--- src/rtl/stall_controller_pkg.sv ---
// Shared pipeline definitions: HI/LO tracker states, mult/div timing, forwarding selects.
// Latency: n/a (types, constants and a pure helper function only).
// Backpressure: n/a.
package stall_controller_pkg;

    // Cycles the mult/div unit stays occupied after issue.
    localparam int MULDIV_CYCLES_DEF = 32;
    localparam int MULDIV_CNT_W      = 6;

    // HI/LO occupancy tracker states.
    typedef enum logic [1:0] {
        IDLE = 2'd0,
        BUSY = 2'd1,
        DONE = 2'd2
    } muldiv_state_e;

    // Operand forwarding select codes used by the forwarding mux in EX.
    typedef enum logic [1:0] {
        FWD_NONE  = 2'b00,
        FWD_MEMWB = 2'b01,
        FWD_EXMEM = 2'b10
    } fwd_sel_e;

    // True when an ID source operand is really read and names the EX destination.
    function automatic logic src_hit(input logic [4:0] ex_rd,
                                     input logic [4:0] src,
                                     input logic       uses);
        return uses & (ex_rd == src);
    endfunction

endpackage

--- src/rtl/stall_controller_muldiv_tracker.sv ---
// HI/LO occupancy tracker: IDLE -> BUSY (CYCLES cycles) -> DONE (1 cycle) -> IDLE/BUSY.
// Latency: issue in cycle N gives done in cycle N+CYCLES+1.
// Backpressure: issue while BUSY is ignored; the hazard logic keeps HI/LO users in ID.
module muldiv_tracker
    import stall_controller_pkg::*;
#(
    parameter int CYCLES = MULDIV_CYCLES_DEF
) (
    input  logic          clk,
    input  logic          rst,
    input  logic          issue,
    output muldiv_state_e state,
    output logic          busy,
    output logic          done
);

    localparam logic [MULDIV_CNT_W-1:0] CNT_LOAD = MULDIV_CNT_W'(CYCLES - 1);

    muldiv_state_e           state_q, state_d;
    logic [MULDIV_CNT_W-1:0] cnt_q, cnt_d;

    // State and down-counter registers; reset abandons any operation in flight.
    always_ff @(posedge clk or posedge rst) begin
        if (rst) begin
            state_q <= IDLE;
            cnt_q   <= '0;
        end else begin
            state_q <= state_d;
            cnt_q   <= cnt_d;
        end
    end

    // Next state and counter; DONE may re-issue directly so back-to-back ops lose no cycle.
    always_comb begin
        state_d = state_q;
        cnt_d   = cnt_q;
        unique case (state_q)
            IDLE: begin
                if (issue) begin
                    state_d = BUSY;
                    cnt_d   = CNT_LOAD;
                end
            end
            BUSY: begin
                if (cnt_q == '0) begin
                    state_d = DONE;
                end else begin
                    cnt_d = cnt_q - 1'b1;
                end
            end
            DONE: begin
                if (issue) begin
                    state_d = BUSY;
                    cnt_d   = CNT_LOAD;
                end else begin
                    state_d = IDLE;
                end
            end
            default: begin
                state_d = IDLE;
                cnt_d   = '0;
            end
        endcase
    end

    assign state = state_q;
    assign busy  = (state_q == BUSY);
    assign done  = (state_q == DONE);

endmodule

--- src/rtl/stall_controller.sv ---
// Pipeline hazard unit: load-use and HI/LO stalls, taken-branch flush, stall counter.
// Latency: control outputs are combinational from ID/EX fields; stall_count lags one cycle.
// Backpressure: stall freezes PC and IF/ID and bubbles ID/EX; a taken branch overrides it.
module stall_controller
    import stall_controller_pkg::*;
#(
    parameter int MULDIV_CYCLES = MULDIV_CYCLES_DEF
) (
    input  logic        clk,
    input  logic        rst,
    input  logic [4:0]  id_rs_a,
    input  logic [4:0]  id_rt_a,
    input  logic        id_uses_rs,
    input  logic        id_uses_rt,
    input  logic        id_hilo_use,
    input  logic [4:0]  ex_rd_a,
    input  logic        ex_MemRead,
    input  logic        ex_RegWrite,
    input  logic        ex_muldiv_issue,
    input  logic        ex_branch_taken,
    output logic        pc_write,
    output logic        ifid_write,
    output logic        idex_bubble,
    output logic        ifid_flush,
    output logic        muldiv_busy,
    output logic        muldiv_done,
    output logic [15:0] stall_count
);

    muldiv_state_e md_state;
    logic          load_use;
    logic          hilo_hazard;
    logic          stall;
    logic          count_stall;
    logic [15:0]   stall_count_q, stall_count_d;

    muldiv_tracker #(
        .CYCLES (MULDIV_CYCLES)
    ) u_muldiv_tracker (
        .clk   (clk),
        .rst   (rst),
        .issue (ex_muldiv_issue),
        .state (md_state),
        .busy  (muldiv_busy),
        .done  (muldiv_done)
    );

    // Hazard decode; r0 is hardwired so a load targeting it never blocks.
    always_comb begin
        load_use    = ex_MemRead & ex_RegWrite & (ex_rd_a != 5'd0) &
                      (src_hit(ex_rd_a, id_rs_a, id_uses_rs) |
                       src_hit(ex_rd_a, id_rt_a, id_uses_rt));
        hilo_hazard = id_hilo_use & ((md_state != IDLE) | ex_muldiv_issue);
        stall       = load_use | hilo_hazard;
        count_stall = stall & ~ex_branch_taken;
    end

    // Pipeline enables; the taken branch wins because the stalled instruction is wrong-path.
    always_comb begin
        pc_write    = 1'b1;
        ifid_write  = 1'b1;
        idex_bubble = 1'b0;
        ifid_flush  = 1'b0;
        if (ex_branch_taken) begin
            ifid_flush  = 1'b1;
            idex_bubble = 1'b1;
        end else if (stall) begin
            pc_write    = 1'b0;
            ifid_write  = 1'b0;
            idex_bubble = 1'b1;
        end
    end

    // Saturating stall counter next value.
    always_comb begin
        stall_count_d = stall_count_q;
        if (count_stall && (stall_count_q != 16'hFFFF)) begin
            stall_count_d = stall_count_q + 16'd1;
        end
    end

    // Stall counter register.
    always_ff @(posedge clk or posedge rst) begin
        if (rst) begin
            stall_count_q <= '0;
        end else begin
            stall_count_q <= stall_count_d;
        end
    end

    assign stall_count = stall_count_q;

endmodule

--- config.mk ---
export PLATFORM = sky130hd
export DESIGN_NAME = stall_controller
export DESIGN_NICKNAME = d
export VERILOG_FILES = /design/src/rtl/stall_controller_pkg.sv /design/src/rtl/stall_controller_muldiv_tracker.sv /design/src/rtl/stall_controller.sv
export SDC_FILE = /design/constraint.sdc
export NUM_CORES = 1
export LEC_CHECK = 0
export BUFFER_PORTS_ARGS = -buffer_cell sky130_fd_sc_hd__buf_2
export CAP_MARGIN = 20
export CORE_ASPECT_RATIO = 0.9
export CORE_MARGIN = 8
export CORE_UTILIZATION = 50
export CTS_CLUSTER_SIZE = 14
export DETAILED_ROUTE_END_ITERATION = 6
export PLACE_DENSITY_LB_ADDON = 0.12
export SKIP_CTS_REPAIR_TIMING = 1
export SYNTH_ARGS = -nofsm -noshare
export SYNTH_HDL_FRONTEND = slang
export SYNTH_SLANG_ARGS = --single-unit
--- constraint.sdc ---
create_clock -name clk -period 1.9 [get_ports clk]
set_input_delay 0.095 -clock clk [delete_from_list [all_inputs] [get_ports clk]]
set_output_delay 0.095 -clock clk [all_outputs]
set_load 0.03 [all_outputs]
Word-level counts from Yosys, hierarchy flattened
Index checks and enable logic that the tools add are counted.

storage, ports and cells
  flip-flop bits (word level) = 24
  input port bits = 24
  output and inout port bits = 22
  word-level logic and storage cells = 45

operators by class
  $add $sub $neg = 2
  eq/ne operators = 9
  muxes and demuxes = 12
  bitwise operators = 11
  reduce and logical (&&, ||, !) cells = 8

operator list
  operator                                                                count
  16-bit by 1-bit adder with 16-bit output (second input constant)        1
  16-bit != test (second input constant)                                  1
  6-bit 2-to-1 mux                                                        2
  6-bit one-hot mux with 2 select lines                                   1
  5-bit equality test                                                     2
  1-bit bitwise AND                                                       7
  6-bit logical NOT                                                       1
  1-bit 2-to-1 mux                                                        6
  2-bit one-hot mux with 3 select lines                                   1
  6-bit by 1-bit subtractor with 6-bit output (second input constant)     1
  5-bit nonzero test                                                      1
  2-bit 2-to-1 mux                                                        2
  2-bit by 1-bit != test with 1-bit output (second input constant)        2
  2-bit != test (second input constant)                                   2
  2-bit AND reduction                                                     2
  1-bit OR                                                                3
  2-bit by 1-bit equality test with 1-bit output (second input constant)  1
  2-bit equality test (second input constant)                             1
  2-bit logical NOT                                                       1
  2-bit nonzero test                                                      1
  2-bit OR reduction                                                      1
  1-bit logical AND                                                       1
  1-bit NOT                                                               1

Longest topological paths before layout
  word-level depth = 7
  depth in mapped cells = 8
  depth with buffers taken out = 7

By module
A second synthesis with hierarchy kept.

unflattened totals
  cells, all modules = 150
  area, all modules = 1471.4 um^2

by module, submodules not included
  module            instances  cells each  area each (um^2)
  stall_controller  1          96          967.2
  muldiv_tracker    1          54          504.2

Worst setup path before layout
OpenSTA, ideal clock, no wires.

  path type = register to register
  start point = reg stall_count_q[6] (netlist: stall_count[6])
  end point = reg stall_count_q[1] (netlist: stall_count[1])
  library setup time = 0.125 ns
  data arrival time = 1.726 ns
  setup slack = 0.049 ns
  stages on the path, launching flop included = 7
  buffers on the path = 1
  period minus slack after synthesis = 1.851 ns
  cell sequence = dfrtp_1 -> and4_4 -> and4_4 -> a221oi_2 -> nand2_2 -> buf_6 -> mux2_4

on the way
  word-level cells in the longest chain between the ends = 2

RTL lines
  element                 RTL line                source
  from (decl)             stall_controller.sv:35  logic [15:0] stall_count_q, stall_count_d;
  from (signal assigned)  stall_controller.sv:87  stall_count_q <= stall_count_d;
  16-bit != test          stall_controller.sv:77  if (count_stall && (stall_count_q != 16'hFFFF)) begin
  1-bit logical AND       stall_controller.sv:77

No other way between the ends.
A chain may end at the register's enable or synchronous reset.

Final worst setup path
  start point = reg stall_count_q[3] (netlist: stall_count[3])
  end point = reg stall_count_q[14] (netlist: stall_count[14])

on the way
  word-level cells in the longest chain between the ends = 2
  elaborated cells on any way between the ends = 3
  those cells by class = add/sub (1); eq/ne (1); reduce/logical (1)

RTL lines
  element
  branches (longest 2 deep; another with 16-bit by 1-bit adder with 16-bit output)

Parallel ways; which one is timed is not known.

==> flow_summary.ini <==
[synthesis]
synth.distinct_cells = 35
yosys_warnings = 0
synth.net_count = 174
synth_top_area_share_pct = 42.2
synthCells = 147
ys_ff_latch = 24
synth.largest_area_cell = dfrtp_1
async_flop_share_pct = 100
ys_seq_area_share_pct = 42.2
synth_edf_count = 0
synthTopCellsByArea = dfrtp_1, xnor2_1, xor2_1, nor2_1, nand3_1
yosys_most_used_dff = dfrtp_1
synth_area_um2 = 1420
postSynthAreaPerCell_um2 = 9.69

[detailed_routing]
vias = 1282
dr.pass1.iters = 4
drt_iter0_markers = 40
wl_met1_um = 1460
wl_met3_um = 239
wl_met2_um = 1810
drc_errors = 0
avgViaCountPerCell = 5.21
routedWlPerCell_um = 14.5
highest_layer = met4
ant_nets = 0
wl_um = 3560

[pwr]
leakage_nw = 0.929
p_per_area_nw_per_um2 = 1070
power_mw = 2.01
p_seq_share_pct = 38.3
ir_drop_v = 0.000848
power.share.clock_pct = 18.4
p_sw_share_pct = 39.5
p_comb_share_pct = 43.3
power.switching_uw = 793
internal_power_mw = 1.22

[status]
outcome = finished clean

[global_route]
grt_overflow = 0
grt_pass1_wl_um = 6150
grt_start_max_net_pins = 25
grt_pass1_vias = 1381
antenna_found_initial = 0
track_usage_pct = 15.8

[placement]
placed_cells = 239
postPlaceCellArea_um2 = 1750
hpwl_um = 2720
io_buffers = 45
place_congestion = 0.841

[floorplan]
start_util_pct = 52.2
pin_count = 46
core_um2 = 2730
die_area_um2 = 4810
die_w_um = 72.3
die_y_um = 66.6
rows = 18

[timing]
finalClockSkew_ps = 10.1
setup_viol = 0
finalHoldViolCount = 0
fin_crit_ps = 1830
fin_crit_sh_pct = 96.3
relSlewSlack_pct = 78.6
max_freq_mhz = 546
maxSlewViolCount = 0
tightest_slew_ps = 318
rsz0062_at_grt = true

[clock_network]
cts-root-buf = clkbuf_4
cts_buffer_depth = 2
cts_tree = yes
clock_latency_ps = 330
ctsHtreeMaxLevel = 1
numCtsBuffers = 3
numClockSinks = 24
path_clk_slew_ps = 140

[worst_setup_path]
endpoint_kind = flip-flop
cp_data_required_time_ps = 2110
crit_path_start_kind = flip-flop
cp.arrival_ps = 2040
crit_fanout = 5
worstSetupPathType = reg2reg

[layout]
nNetsFinal = 234
areaGrowthSynthToFinish_pct = 32.0
final_util_pct = 69.0
final_layout_size_suffix_gt1_share_pct = 38.3
antenna_cells = 0
fin_area_um2 = 1880
finalNonFillerCells = 246

[run]
maxCapViolCount = 0

[hold_path]
hold_class = in2reg
power groups by stage:
stage          sequential, mW  clock [mW]  combinational (mW)
2_1_floorplan           0.874           0               0.461
3_3_place_gp            0.761           0               0.822
3_5_place_dp            0.770           0               0.849
4_1_cts                 0.759       0.378               0.850
5_1_grt                 0.787       0.400               0.971
6_report                0.768       0.370               0.869
layout make-up:
| class | instances | area [um^2] |
|---|---|---|
| clock buffer | 3 | 22.5 |
| timing repair buffer | 59 | 345 |
| fill | 222 | 846 |
| sequential | 24 | 602 |
| clock inverter | 1 | 30.0 |
| tap | 40 | 50.0 |
| inverter | 6 | 22.5 |
| multi-input combinational | 113 | 807 |
layout by cell type, fill, tap and decap left out, types with 3 or more instances in the layout:
cell and count:
buf_2 45, dfrtp_1 23, nor2_1 14, xnor2_1 13, buf_4 12, xor2_1 11
nand3_1 10, nand2_1 10, inv_1 6, nand4_1 5, o21ai_0 4, nor3_1 4
a21o_1 4, nand2b_1 3, a21oi_1 3, nor4_1 3, nor3_2 3, ha_1 3
clkbuf_4 3
kinds of logic after synthesis:
family          after synthesis  share of synthesized area [%]
fa+ha+maj                     3                           2.64
xor+xnor                     24                           14.8
compound gates               20                           10.6
simple gates                 63                           23.5
mux                           3                           2.64
buf+inv                      10                           3.69
flops                        24                           42.2
critical path, cell delays in order, from the launching register on:
cell and delay (ps):
dfrtp_1 450, and3_1 250, nand3_1 220, nor2_1 190
nand2_1 80, nor3_1 160, mux2_2 370
cells in the mapped netlist, types with 3 or more instances:
master,number
a21oi_1,3
nand4_1,5
xnor2_1,13
nor4_1,5
a21o_1,4
inv_1,6
nand2_1,10
nor3_1,5
dfrtp_1,24
nor2_1,14
ha_1,3
xor2_1,11
nand2b_1,3
nand3_1,10
o21ai_0,4
per-layer routing:
metal	track usage, %	up-vias
met5	0	-
met4	6.62	0
met3	3.90	5
met2	29.4	30
met1	16.6	612
li1	-	635
state kept, by name (all words and copies together), names as in the netlist:
name	count
u_muldiv_tracker.cnt_q	6
u_muldiv_tracker.state	2
stall_count	16
metrics by stage:
stage / setup slack [ps] / setup TNS [ps] / hold slack (ps)
after CTS: 16.3 / 0 / -217
after global routing: -16.9 / -44.1 / 137
after floorplan: 49.0 / 0 / 110
final: 69.8 / 0 / 99.1
after global placement: 134 / 0 / 148
after detailed placement: 34.8 / 0 / 153
path summary, 6_finish.rpt:
path,start,end,slack [ps],cells past startpoint
hold / removal,ex_muldiv_issue,u_muldiv_tracker.cnt_q[5]$_DFFE_PP0P_,100,4
min in group asynchronous,rst,stall_count[3]$_DFFE_PP0P_,330,4
hold reg to reg,stall_count[4]$_DFFE_PP0P_,stall_count[4]$_DFFE_PP0P_,530,1
setup reg to reg,stall_count[3]$_DFFE_PP0P_,stall_count[14]$_DFFE_PP0P_,70,6
max in group asynchronous,rst,stall_count[2]$_DFFE_PP0P_,1320,4
setup / recovery,stall_count[3]$_DFFE_PP0P_,stall_count[14]$_DFFE_PP0P_,70,6
No activity file was read; power rests on OpenSTA's default activity.
